--- config.mk ---
export PLATFORM = sky130hd
export DESIGN_NAME = flight_mix_flat
export DESIGN_NICKNAME = d
export VERILOG_FILES = /design/src/rtl/quad_pkg.sv /design/src/rtl/flight_mix_if.sv /design/src/rtl/motor_sum_sat.sv /design/src/rtl/flight_mix.sv /design/src/flat_wrapper.sv
export SDC_FILE = /design/constraint.sdc
export NUM_CORES = 1
export LEC_CHECK = 0
export CORE_ASPECT_RATIO = 1.75
export CORE_MARGIN = 2
export CORE_UTILIZATION = 49
export CTS_BUF_LIST = sky130_fd_sc_hd__clkbuf_16
export CTS_CLUSTER_DIAMETER = 60
export CTS_CLUSTER_SIZE = 14
export DETAILED_ROUTE_END_ITERATION = 8
export PLACE_DENSITY_LB_ADDON = 0.15
export SETUP_SLACK_MARGIN = 0.3
export SLEW_MARGIN = 5
export SYNTH_ARGS = -nofsm -noshare
export SYNTH_HDL_FRONTEND = slang
export SYNTH_SLANG_ARGS = --single-unit
--- constraint.sdc ---
create_clock -name clk -period 9.15 [get_ports clk]
set_clock_uncertainty 0.05 [all_clocks]
set_input_delay 2.2875 -clock clk [delete_from_list [all_inputs] [get_ports clk]]
set_output_delay 2.2875 -clock clk [all_outputs]
set_load 0.03 [all_outputs]
--- src/rtl/quad_pkg.sv ---
// Shared constants, state encoding and snapshot type for the quad-rotor motor mixer.
package quad_pkg;

   localparam int MIN_RUN   = 704;
   localparam int CAL_SPEED = 432;
   localparam int SUM_W     = 14;
   localparam int SPD_W     = 11;

   // State encoding kept as plain constants so older code can compare raw codes.
   typedef logic [2:0] state_t;
   localparam state_t ST_IDLE = 3'd0;
   localparam state_t ST_FRNT = 3'd1;
   localparam state_t ST_BCK  = 3'd2;
   localparam state_t ST_LFT  = 3'd3;
   localparam state_t ST_RGHT = 3'd4;

   typedef struct packed {
      logic        cal;
      logic [8:0]  thrst;
      logic [9:0]  ptch_p;
      logic [9:0]  roll_p;
      logic [9:0]  yaw_p;
      logic [11:0] ptch_d;
      logic [11:0] roll_d;
      logic [11:0] yaw_d;
   } terms_t;

   // Clamp a two's-complement sum into the unsigned motor speed range.
   function automatic logic [SPD_W-1:0] sat_spd(input logic [SUM_W-1:0] sum);
      if (sum[SUM_W-1])
         return '0;
      else if (|sum[SUM_W-2:SPD_W])
         return '1;
      else
         return sum[SPD_W-1:0];
   endfunction

endpackage

--- src/rtl/flight_mix_if.sv ---
// Mixer bus: PD terms and thrust in, four registered motor speeds and a valid pulse out.
interface flight_mix_if;
   import quad_pkg::*;

   logic             vld;
   logic             inertial_cal;
   logic [8:0]       thrst;
   logic [9:0]       ptch_pterm;
   logic [9:0]       roll_pterm;
   logic [9:0]       yaw_pterm;
   logic [11:0]      ptch_dterm;
   logic [11:0]      roll_dterm;
   logic [11:0]      yaw_dterm;
   logic [SPD_W-1:0] frnt_spd;
   logic [SPD_W-1:0] bck_spd;
   logic [SPD_W-1:0] lft_spd;
   logic [SPD_W-1:0] rght_spd;
   logic             spd_vld;

   modport master (
      output vld, inertial_cal, thrst,
      output ptch_pterm, roll_pterm, yaw_pterm,
      output ptch_dterm, roll_dterm, yaw_dterm,
      input  frnt_spd, bck_spd, lft_spd, rght_spd, spd_vld
   );

   modport slave (
      input  vld, inertial_cal, thrst,
      input  ptch_pterm, roll_pterm, yaw_pterm,
      input  ptch_dterm, roll_dterm, yaw_dterm,
      output frnt_spd, bck_spd, lft_spd, rght_spd, spd_vld
   );

endinterface

--- src/rtl/motor_sum_sat.sv ---
// Shared mixer datapath: picks the sign pattern for the motor named by sel, sums, saturates.
module motor_sum_sat
   import quad_pkg::*;
(
   input  state_t           sel,
   input  terms_t           terms,
   output logic [SPD_W-1:0] spd
);

   logic [SUM_W-1:0] base;
   logic [SUM_W-1:0] ptch_t;
   logic [SUM_W-1:0] roll_t;
   logic [SUM_W-1:0] yaw_t;
   logic [SUM_W-1:0] sum;

   always_comb begin
      base   = SUM_W'(MIN_RUN) + {{(SUM_W-9){1'b0}}, terms.thrst};
      ptch_t = {{(SUM_W-10){terms.ptch_p[9]}}, terms.ptch_p}
             + {{(SUM_W-12){terms.ptch_d[11]}}, terms.ptch_d};
      roll_t = {{(SUM_W-10){terms.roll_p[9]}}, terms.roll_p}
             + {{(SUM_W-12){terms.roll_d[11]}}, terms.roll_d};
      yaw_t  = {{(SUM_W-10){terms.yaw_p[9]}}, terms.yaw_p}
             + {{(SUM_W-12){terms.yaw_d[11]}}, terms.yaw_d};

      case (sel)
         ST_FRNT: sum = base + ptch_t - yaw_t;
         ST_BCK:  sum = base - ptch_t - yaw_t;
         ST_LFT:  sum = base - roll_t + yaw_t;
         ST_RGHT: sum = base + roll_t + yaw_t;
         default: sum = '0;
      endcase

      spd = terms.cal ? SPD_W'(CAL_SPEED) : sat_spd(sum);
   end

endmodule

--- src/rtl/flight_mix.sv ---
// Quad-rotor motor mixer: snapshots PD terms, computes one motor per cycle through a shared
// datapath, then publishes all four speeds together with a one-cycle valid pulse.
module flight_mix
   import quad_pkg::*;
(
   input  logic       clk,
   input  logic       rst_n,
   flight_mix_if.slave bus
);

   terms_t           in_terms;
   logic [SPD_W-1:0] mix_spd;

   state_t           state_q,     state_d;
   terms_t           work_q,      work_d;
   terms_t           pend_q,      pend_d;
   logic             pend_vld_q,  pend_vld_d;
   logic [SPD_W-1:0] shd_frnt_q,  shd_frnt_d;
   logic [SPD_W-1:0] shd_bck_q,   shd_bck_d;
   logic [SPD_W-1:0] shd_lft_q,   shd_lft_d;
   logic [SPD_W-1:0] frnt_spd_q,  frnt_spd_d;
   logic [SPD_W-1:0] bck_spd_q,   bck_spd_d;
   logic [SPD_W-1:0] lft_spd_q,   lft_spd_d;
   logic [SPD_W-1:0] rght_spd_q,  rght_spd_d;
   logic             spd_vld_q,   spd_vld_d;

   assign in_terms = '{
      cal:    bus.inertial_cal,
      thrst:  bus.thrst,
      ptch_p: bus.ptch_pterm,
      roll_p: bus.roll_pterm,
      yaw_p:  bus.yaw_pterm,
      ptch_d: bus.ptch_dterm,
      roll_d: bus.roll_dterm,
      yaw_d:  bus.yaw_dterm
   };

   motor_sum_sat u_sum_sat (
      .sel   (state_q),
      .terms (work_q),
      .spd   (mix_spd)
   );

   always_comb begin
      // NOTE: every variable gets its hold value first so no path through the case infers a latch.
      state_d    = state_q;
      work_d     = work_q;
      pend_d     = pend_q;
      pend_vld_d = pend_vld_q;
      shd_frnt_d = shd_frnt_q;
      shd_bck_d  = shd_bck_q;
      shd_lft_d  = shd_lft_q;
      frnt_spd_d = frnt_spd_q;
      bck_spd_d  = bck_spd_q;
      lft_spd_d  = lft_spd_q;
      rght_spd_d = rght_spd_q;
      spd_vld_d  = 1'b0;

      if (bus.vld && (state_q != ST_IDLE)) begin
         pend_d     = in_terms;
         pend_vld_d = 1'b1;
      end

      case (state_q)
         ST_IDLE: begin
            if (bus.vld) begin
               work_d  = in_terms;
               state_d = ST_FRNT;
            end
         end
         ST_FRNT: begin
            shd_frnt_d = mix_spd;
            state_d    = ST_BCK;
         end
         ST_BCK: begin
            shd_bck_d = mix_spd;
            state_d   = ST_LFT;
         end
         ST_LFT: begin
            shd_lft_d = mix_spd;
            state_d   = ST_RGHT;
         end
         ST_RGHT: begin
            frnt_spd_d = shd_frnt_q;
            bck_spd_d  = shd_bck_q;
            lft_spd_d  = shd_lft_q;
            rght_spd_d = mix_spd;
            spd_vld_d  = 1'b1;
            // A vld arriving on this very edge is the newest request and goes straight in.
            if (pend_vld_d) begin
               work_d     = pend_d;
               pend_vld_d = 1'b0;
               state_d    = ST_FRNT;
            end else begin
               state_d = ST_IDLE;
            end
         end
         default: state_d = ST_IDLE;
      endcase
   end

   // NOTE: sequential state uses non-blocking assignments so all flops sample the same pre-edge values.
   always_ff @(posedge clk or negedge rst_n) begin
      if (!rst_n) begin
         // NOTE: these are plain registers, not RAM, so clearing them all on reset is cheap and makes aborts clean.
         state_q    <= ST_IDLE;
         work_q     <= '0;
         pend_q     <= '0;
         pend_vld_q <= 1'b0;
         shd_frnt_q <= '0;
         shd_bck_q  <= '0;
         shd_lft_q  <= '0;
         frnt_spd_q <= '0;
         bck_spd_q  <= '0;
         lft_spd_q  <= '0;
         rght_spd_q <= '0;
         spd_vld_q  <= 1'b0;
      end else begin
         state_q    <= state_d;
         work_q     <= work_d;
         pend_q     <= pend_d;
         pend_vld_q <= pend_vld_d;
         shd_frnt_q <= shd_frnt_d;
         shd_bck_q  <= shd_bck_d;
         shd_lft_q  <= shd_lft_d;
         frnt_spd_q <= frnt_spd_d;
         bck_spd_q  <= bck_spd_d;
         lft_spd_q  <= lft_spd_d;
         rght_spd_q <= rght_spd_d;
         spd_vld_q  <= spd_vld_d;
      end
   end

   assign bus.frnt_spd = frnt_spd_q;
   assign bus.bck_spd  = bck_spd_q;
   assign bus.lft_spd  = lft_spd_q;
   assign bus.rght_spd = rght_spd_q;
   assign bus.spd_vld  = spd_vld_q;

endmodule

--- src/flat_wrapper.sv ---
// flat-port wrapper written by rule: the top's interface ports become plain ports
module flight_mix_flat import quad_pkg::*;
  (clk, rst_n, bus_vld, bus_inertial_cal, bus_thrst, bus_ptch_pterm, bus_roll_pterm, bus_yaw_pterm, bus_ptch_dterm, bus_roll_dterm, bus_yaw_dterm, bus_frnt_spd, bus_bck_spd, bus_lft_spd, bus_rght_spd, bus_spd_vld);
  flight_mix_if bus_i ();
  input  logic clk;
  input  logic rst_n;
  input wire logic [$bits(bus_i.vld)-1:0] bus_vld;
  input wire logic [$bits(bus_i.inertial_cal)-1:0] bus_inertial_cal;
  input wire logic [$bits(bus_i.thrst)-1:0] bus_thrst;
  input wire logic [$bits(bus_i.ptch_pterm)-1:0] bus_ptch_pterm;
  input wire logic [$bits(bus_i.roll_pterm)-1:0] bus_roll_pterm;
  input wire logic [$bits(bus_i.yaw_pterm)-1:0] bus_yaw_pterm;
  input wire logic [$bits(bus_i.ptch_dterm)-1:0] bus_ptch_dterm;
  input wire logic [$bits(bus_i.roll_dterm)-1:0] bus_roll_dterm;
  input wire logic [$bits(bus_i.yaw_dterm)-1:0] bus_yaw_dterm;
  output wire logic [$bits(bus_i.frnt_spd)-1:0] bus_frnt_spd;
  output wire logic [$bits(bus_i.bck_spd)-1:0] bus_bck_spd;
  output wire logic [$bits(bus_i.lft_spd)-1:0] bus_lft_spd;
  output wire logic [$bits(bus_i.rght_spd)-1:0] bus_rght_spd;
  output wire logic [$bits(bus_i.spd_vld)-1:0] bus_spd_vld;
  assign bus_i.vld = bus_vld;
  assign bus_i.inertial_cal = bus_inertial_cal;
  assign bus_i.thrst = bus_thrst;
  assign bus_i.ptch_pterm = bus_ptch_pterm;
  assign bus_i.roll_pterm = bus_roll_pterm;
  assign bus_i.yaw_pterm = bus_yaw_pterm;
  assign bus_i.ptch_dterm = bus_ptch_dterm;
  assign bus_i.roll_dterm = bus_roll_dterm;
  assign bus_i.yaw_dterm = bus_yaw_dterm;
  assign bus_frnt_spd = bus_i.frnt_spd;
  assign bus_bck_spd = bus_i.bck_spd;
  assign bus_lft_spd = bus_i.lft_spd;
  assign bus_rght_spd = bus_i.rght_spd;
  assign bus_spd_vld = bus_i.spd_vld;
  flight_mix u_core (.clk(clk), .rst_n(rst_n), .bus(bus_i));
endmodule
Yosys cells after proc, flatten, opt, wreduce, memory -nomap -nowiden
Cells that the tools add are included.
{"block": "op_classes", "add_sub_neg": 12, "n_mux": 14, "eq_ne": 6, "n_reduce_logical": 6}
{"op": "76-bit 2-to-1 mux", "n": 3}
{"op": "76-bit case mux with 2 select lines", "n": 1}
{"op": "14-bit adder", "n": 4}
{"op": "14-bit case mux with 4 select lines", "n": 1}
{"op": "14-bit subtractor", "n": 4}
{"op": "10-bit by 12-bit adder with 13-bit output", "n": 3}
{"op": "11-bit 2-to-1 mux", "n": 3}
{"op": "3-bit case mux with 5 select lines", "n": 1}
{"op": "10-bit by 9-bit adder with 11-bit output (first input constant)", "n": 1}
{"op": "3-bit by 2-bit equality test with 1-bit output (second input constant)", "n": 2}
{"op": "1-bit 2-to-1 mux", "n": 4}
{"op": "3-bit by 1-bit equality test with 1-bit output (second input constant)", "n": 1}
{"op": "3-bit equality test (second input constant)", "n": 1}
{"op": "3-bit zero test", "n": 1}
{"op": "3-bit 2-to-1 mux", "n": 1}
{"op": "3-bit AND reduction", "n": 1}
{"op": "3-bit nonzero test", "n": 1}
{"op": "2-bit by 1-bit != test with 1-bit output (second input constant)", "n": 1}
{"op": "2-bit != test (second input constant)", "n": 1}
{"op": "2-bit nonzero test", "n": 1}
{"op": "2-bit OR reduction", "n": 1}
{"op": "1-bit logical AND", "n": 1}
{"block": "totals", "out_inout_bits": 45, "input_bits": 79, "register_bits": 234, "word_cells": 64}

Logic depth before layout (Yosys ltp)
{"block": "logic_depth", "ltp_word": 8, "ltp_mapped": 25, "mapped_depth_nobuf": 24}

Cells and area by module
Synthesis repeated with hierarchy kept, for this count alone.
{"block": "hier_totals", "hier_cells": 1399, "hier_area_um2": 15000.6}
{"mod": "flight_mix", "seq_area_each_um2": 5855.6, "n_inst": 1, "cells_each": 685, "area_per_inst_um2": 9432.8}
{"mod": "motor_sum_sat", "seq_area_each_um2": 0.0, "n_inst": 1, "cells_each": 714, "area_per_inst_um2": 5567.8}

Worst setup path before layout
No wires, ideal clock.
{"block": "synth_path", "path_type": "register to register", "from": "reg u_core.work_q[1] in the netlist's numbering", "to": "reg u_core.rght_spd_q[9] (netlist: u_core.bus.rght_spd[9])", "arrival_ps": 5210, "setup_slack_ps": 3769, "synth_period_minus_slack_ps": 5381, "n_path_buf": 0, "t_required_ps": 8979, "path_stages_with_launch": 21, "setup_ps": 121, "cell_sequence": "dfrtp_1 -> ha_1 -> a21o_1 -> a21oi_1 -> o21ai_0 -> a2111o_1 -> o311ai_0 -> xor2_1 -> inv_1 -> fa_1 -> inv_1 -> ha_1 -> o21ai_0 -> nor2_1 -> o41a_1 -> or3_1 -> a211oi_2 -> o221a_2 -> nand3_2 -> or4_4 -> a22o_1"}
{"block": "synth_via", "elab_chain_len": 7, "word_cells_on_any_way": 10, "classes_between": "add/sub (5); mux (4); reduce/logical (1)"}
{"item": "start, declared", "line": "flight_mix.sv:15", "source": "terms_t work_q, work_d;"}
{"item": "start signal, assigned", "line": "flight_mix.sv:120", "source": "work_q <= work_d;"}
{"item": "10-bit by 12-bit adder with 13-bit output *", "line": "motor_sum_sat.sv:23", "source": "+ {{(SUM_W-12){terms.yaw_d[11]}}, terms.yaw_d};"}
{"item": "14-bit adder (tied with other cells)", "line": "motor_sum_sat.sv:29", "source": "ST_RGHT: sum = base + roll_t + yaw_t;"}
{"item": "14-bit case mux with 4 select lines *", "line": "motor_sum_sat.sv:25", "source": "case (sel)"}
{"item": "2-bit OR reduction", "line": "quad_pkg.sv:32", "source": "else if (|sum[SUM_W-2:SPD_W])"}
{"item": "11-bit 2-to-1 mux", "line": "quad_pkg.sv:32"}
{"item": "11-bit 2-to-1 mux *", "line": "quad_pkg.sv:30", "source": "if (sum[SUM_W-1])"}
{"item": "11-bit 2-to-1 mux *", "line": "motor_sum_sat.sv:33", "source": "spd = terms.cal ? SPD_W'(CAL_SPEED) : sat_spd(sum);"}
{"item": "end signal, assigned", "line": "flight_mix.sv:129", "source": "rght_spd_q <= rght_spd_d;"}
{"item": "end, declared", "line": "flight_mix.sv:24", "source": "logic [SPD_W-1:0] rght_spd_q, rght_spd_d;"}
Mark *: on every way between the ends. The rest lies on a longest branch, timed or not.
A chain may end at the register's enable or synchronous reset.

Worst setup path in the final report
{"block": "layout_path", "from": "reg u_core.work_q[1] in the netlist's numbering", "to": "reg u_core.rght_spd_q[4] (netlist: u_core.bus.rght_spd[4])"}
Same word-level chain as after synthesis.

==> metrics.csv <==
stage,metric,value,unit
timing,worst-slew-pin-transition,1030,ps
place,post_place_cell_area,0.0163,mm^2
timing,timing.max_slew.rel_slack,31.2,%
drt,postRouteWirelength,36.6,mm
timing,finalWorstSetupSlack,2840,ps
synthesis,synth_enable_flop_cells,0,
setup_path,worst-endpoint-required,9460,ps
clock_tree,cts_repair_resize_count,0,
drt,dr.first_iter.drc_count,375,
clock_tree,clkLatencyLatePin,520,ps
floorplan,initial_utilization,49.9,%
clock_tree,clk_pin_slew,70,ps
setup_path,end_kind,flop,
timing,final-setup-viol-count,0,
finish,nNetsFinal,1810,
hold_path,min_delay_path_class,reg2reg,
synthesis,ys.warnings.count,0,
timing,fmax,0.158,GHz
timing,final-hold-violation-count,0,
grt,number_of_global_route_vias_before_repair,11500,
place,place_congestion,0.928,
finish,antenna_cells_inserted,0,
status,result_of_the_run,"complete, no violations",
drt,route.top_layer_used,met4,
job,cap_violations,0,
drt,wl_met3,1.07,mm
drt,dr_total_vias,10900,
floorplan,floorplan.rows,83,
floorplan,die-area,0.0314,mm^2
clock_tree,clock-sinks,234,
place,dp.final_hpwl,28.4,mm
clock_tree,postCtsHoldBufs,0,
setup_path,critPathLaunchType,flop,
timing,setup_tns,0,ps
clock_tree,root_buffer,sky130_fd_sc_hd__clkbuf_16,
clock_tree,cts_h_tree_lvls,1,
finish,synthToLayoutAreaGrowth,14.5,%
place,buffer_ports.inserted,123,
drt,vias_per_cell,5.55,
clock_tree,cts_tree,done,
synthesis,ys_seq_area_share,39.9,%
synthesis,synth_commonest_cells,"sky130_fd_sc_hd__dfrtp_1 (234), sky130_fd_sc_hd__nand2_1 (210), sky130_fd_sc_hd__o21ai_0 (126)",
grt,grt_usage,24.2,%
drt,detail_route.wl_per_cell,18.7,um
clock_tree,post_cts_setup_inserts,0,
grt,largest_net_degree_at_the_start_of_global_routing,152,
timing,finalCriticalPeriod,6310,ps
synthesis,post_synthesis_cells,1478,
setup_path,worst-endpoint-arrival,6620,ps
synthesis,post-synth-top-count-cell,sky130_fd_sc_hd__dfrtp_1,
synthesis,synth.top_cells.by_area,"sky130_fd_sc_hd__dfrtp_1 (40%), sky130_fd_sc_hd__ha_1 (10%), sky130_fd_sc_hd__mux2_2 (5.8%)",
clock_tree,cts_inserted_buffers,20,
clock_tree,clockBufferDepth,3,
timing,grt_setup_unrepaired,no,
synthesis,synth.distinct_cells,62,
setup_path,critical_path_class,reg2reg,
synthesis,synth_ff_type,sky130_fd_sc_hd__dfrtp_1,
synthesis,number_of_nets_produced_by_synthesis,1713,
setup_path,cp_max_fo,11,
floorplan,die_y,233,um
floorplan,chipWidth,135,um
synthesis,avg_cell_area_syn,9.92,um^2
drt,met2_wirelength,20.0,mm
drt,drcViolationCount,0,
grt,wire_length_of_the_first_global_routing_pass,59.8,mm
timing,final-max-slew-violation-count,0,
synthesis,syn-cell-area,0.0147,mm^2
drt,route.layer.met1.wl,13.3,mm
finish,layout-drive-gt1-share,8.88,%
drt,dr.pass1.iters,6,
finish,final_cell_area,0.0168,mm^2
grt,globalRoute.totalOverflow,0,
synthesis,synth_top_area_share,39.9,%
timing,post-route-period-util,69.0,%
synthesis,yosys_register_bits,234,
synthesis,post-synth-top-area-cell,sky130_fd_sc_hd__dfrtp_1,
floorplan,floorplan.io_pins,124,
place,dpl_worst_slack,2850,ps
synthesis,async_flop_share,100,%
floorplan,coreArea,0.0294,mm^2
timing,holdWs,421,ps
grt,grt_antenna_before_repair,0,
drt,final_antenna_net_count,0,
-- metrics by stage --
stage / util (%) / cells
CTS: 57.2 / 1958
finish: 57.2 / 1958
global route: 57.2 / 1958
detailed placement: 55.3 / 1935
global placement: 55.3 / 1935
floorplan: - / 1478
-- worst paths after layout --
| kind | start | end | slack, ps | cells past startpoint |
|---|---|---|---|---|
| max | u_core.work_q[1] | u_core.bus.rght_spd[4] | 2840 | 21 |
| min | u_core.bus.frnt_spd[5] | u_core.bus.frnt_spd[5] | 420 | 2 |
| max reg2reg | u_core.work_q[1] | u_core.bus.rght_spd[4] | 2840 | 21 |
| min reg2reg | u_core.bus.frnt_spd[5] | u_core.bus.frnt_spd[5] | 420 | 2 |
| max in group asynchronous | rst_n | u_core.work_q[65] | 6090 | 2 |
| min in group asynchronous | rst_n | u_core.bus.lft_spd[7] | 1680 | 1 |
-- logic make-up (layout without fill, tap and decap cells) --
group                      count (synthesis)  count (layout)  share of synthesized area, %
AOI/OAI and AO/OA                        329             329                          14.1
xor gates and xnor gates                  78              78                          4.66
adders and majority gates                157             157                          15.1
buffers and inverters                    173             271                          4.48
DFF                                      234             234                          39.9
muxes                                    154             154                          11.2
and+or+nand+nor                          353             353                          10.5
-- state kept, by name, indices dropped and copies added, names as in the netlist --
register,flops
u_core.pend_vld_q,1
u_core.shd_lft_q,11
u_core.shd_bck_q,11
u_core.pend_q,76
u_core.shd_frnt_q,11
u_core.state_q,3
u_core.bus.rght_spd,11
u_core.work_q,76
u_core.bus.spd_vld,1
u_core.bus.frnt_spd,11
u_core.bus.bck_spd,11
u_core.bus.lft_spd,11
-- critical path, cell delays in order (launching register included) --
cell	delay, ps
sky130_fd_sc_hd__dfrtp_1	410
sky130_fd_sc_hd__ha_1	320
sky130_fd_sc_hd__a21o_1	180
sky130_fd_sc_hd__a21oi_1	230
sky130_fd_sc_hd__o21ai_0	160
sky130_fd_sc_hd__a2111o_1	420
sky130_fd_sc_hd__o311ai_0	200
sky130_fd_sc_hd__o21ai_0	400
sky130_fd_sc_hd__xnor2_1	570
sky130_fd_sc_hd__xnor2_1	150
sky130_fd_sc_hd__ha_1	210
sky130_fd_sc_hd__o21bai_1	150
sky130_fd_sc_hd__ha_1	380
sky130_fd_sc_hd__nand2_1	100
sky130_fd_sc_hd__or2_2	310
sky130_fd_sc_hd__nor3_1	240
sky130_fd_sc_hd__o21ai_0	130
sky130_fd_sc_hd__a211oi_2	180
sky130_fd_sc_hd__o221a_2	220
sky130_fd_sc_hd__nand3_2	200
sky130_fd_sc_hd__o31ai_1	800
sky130_fd_sc_hd__a21oi_1	130
-- routing by layer --
metal / GRT usage [%] / vias to the layer above
met5: 0 / -
met1: 25.2 / 5279
li1: - / 5249
met4: 13.0 / 0
met2: 46.8 / 238
met3: 2.40 / 96
-- cells in the final DEF, fill, tap and decap left out, types with 11 or more instances in the layout --
cell type	netlist	routed
sky130_fd_sc_hd__nor2b_1	12	12
sky130_fd_sc_hd__mux2_2	76	76
sky130_fd_sc_hd__clkbuf_16	0	21
sky130_fd_sc_hd__dfrtp_1	234	234
sky130_fd_sc_hd__inv_1	118	118
sky130_fd_sc_hd__nand2_1	210	208
sky130_fd_sc_hd__or2_2	14	14
sky130_fd_sc_hd__a211oi_1	15	15
sky130_fd_sc_hd__nor3_1	11	11
sky130_fd_sc_hd__o21ai_0	126	126
sky130_fd_sc_hd__clkdlybuf4s50_1	0	122
sky130_fd_sc_hd__nor2_1	59	59
sky130_fd_sc_hd__a21o_1	20	20
sky130_fd_sc_hd__fa_1	34	34
sky130_fd_sc_hd__xor2_1	31	31
sky130_fd_sc_hd__ha_1	122	122
sky130_fd_sc_hd__o22ai_1	11	11
sky130_fd_sc_hd__xnor2_1	47	47
sky130_fd_sc_hd__mux2i_1	78	78
sky130_fd_sc_hd__a22o_1	28	28
sky130_fd_sc_hd__a21oi_1	64	64
-- cell type report --
class / instances / area (um^2)
clock inverter: 2 / 8.76
multi-input combinational: 1071 / 8180
tap: 382 / 478
inverter: 118 / 445
timing repair buffer: 130 / 1300
sequential: 234 / 5860
clock buffer: 21 / 526
fill: 2708 / 12600
Power is not shown: default switching activity piles up to over one toggle a cycle in this logic, so the estimate is an artifact.
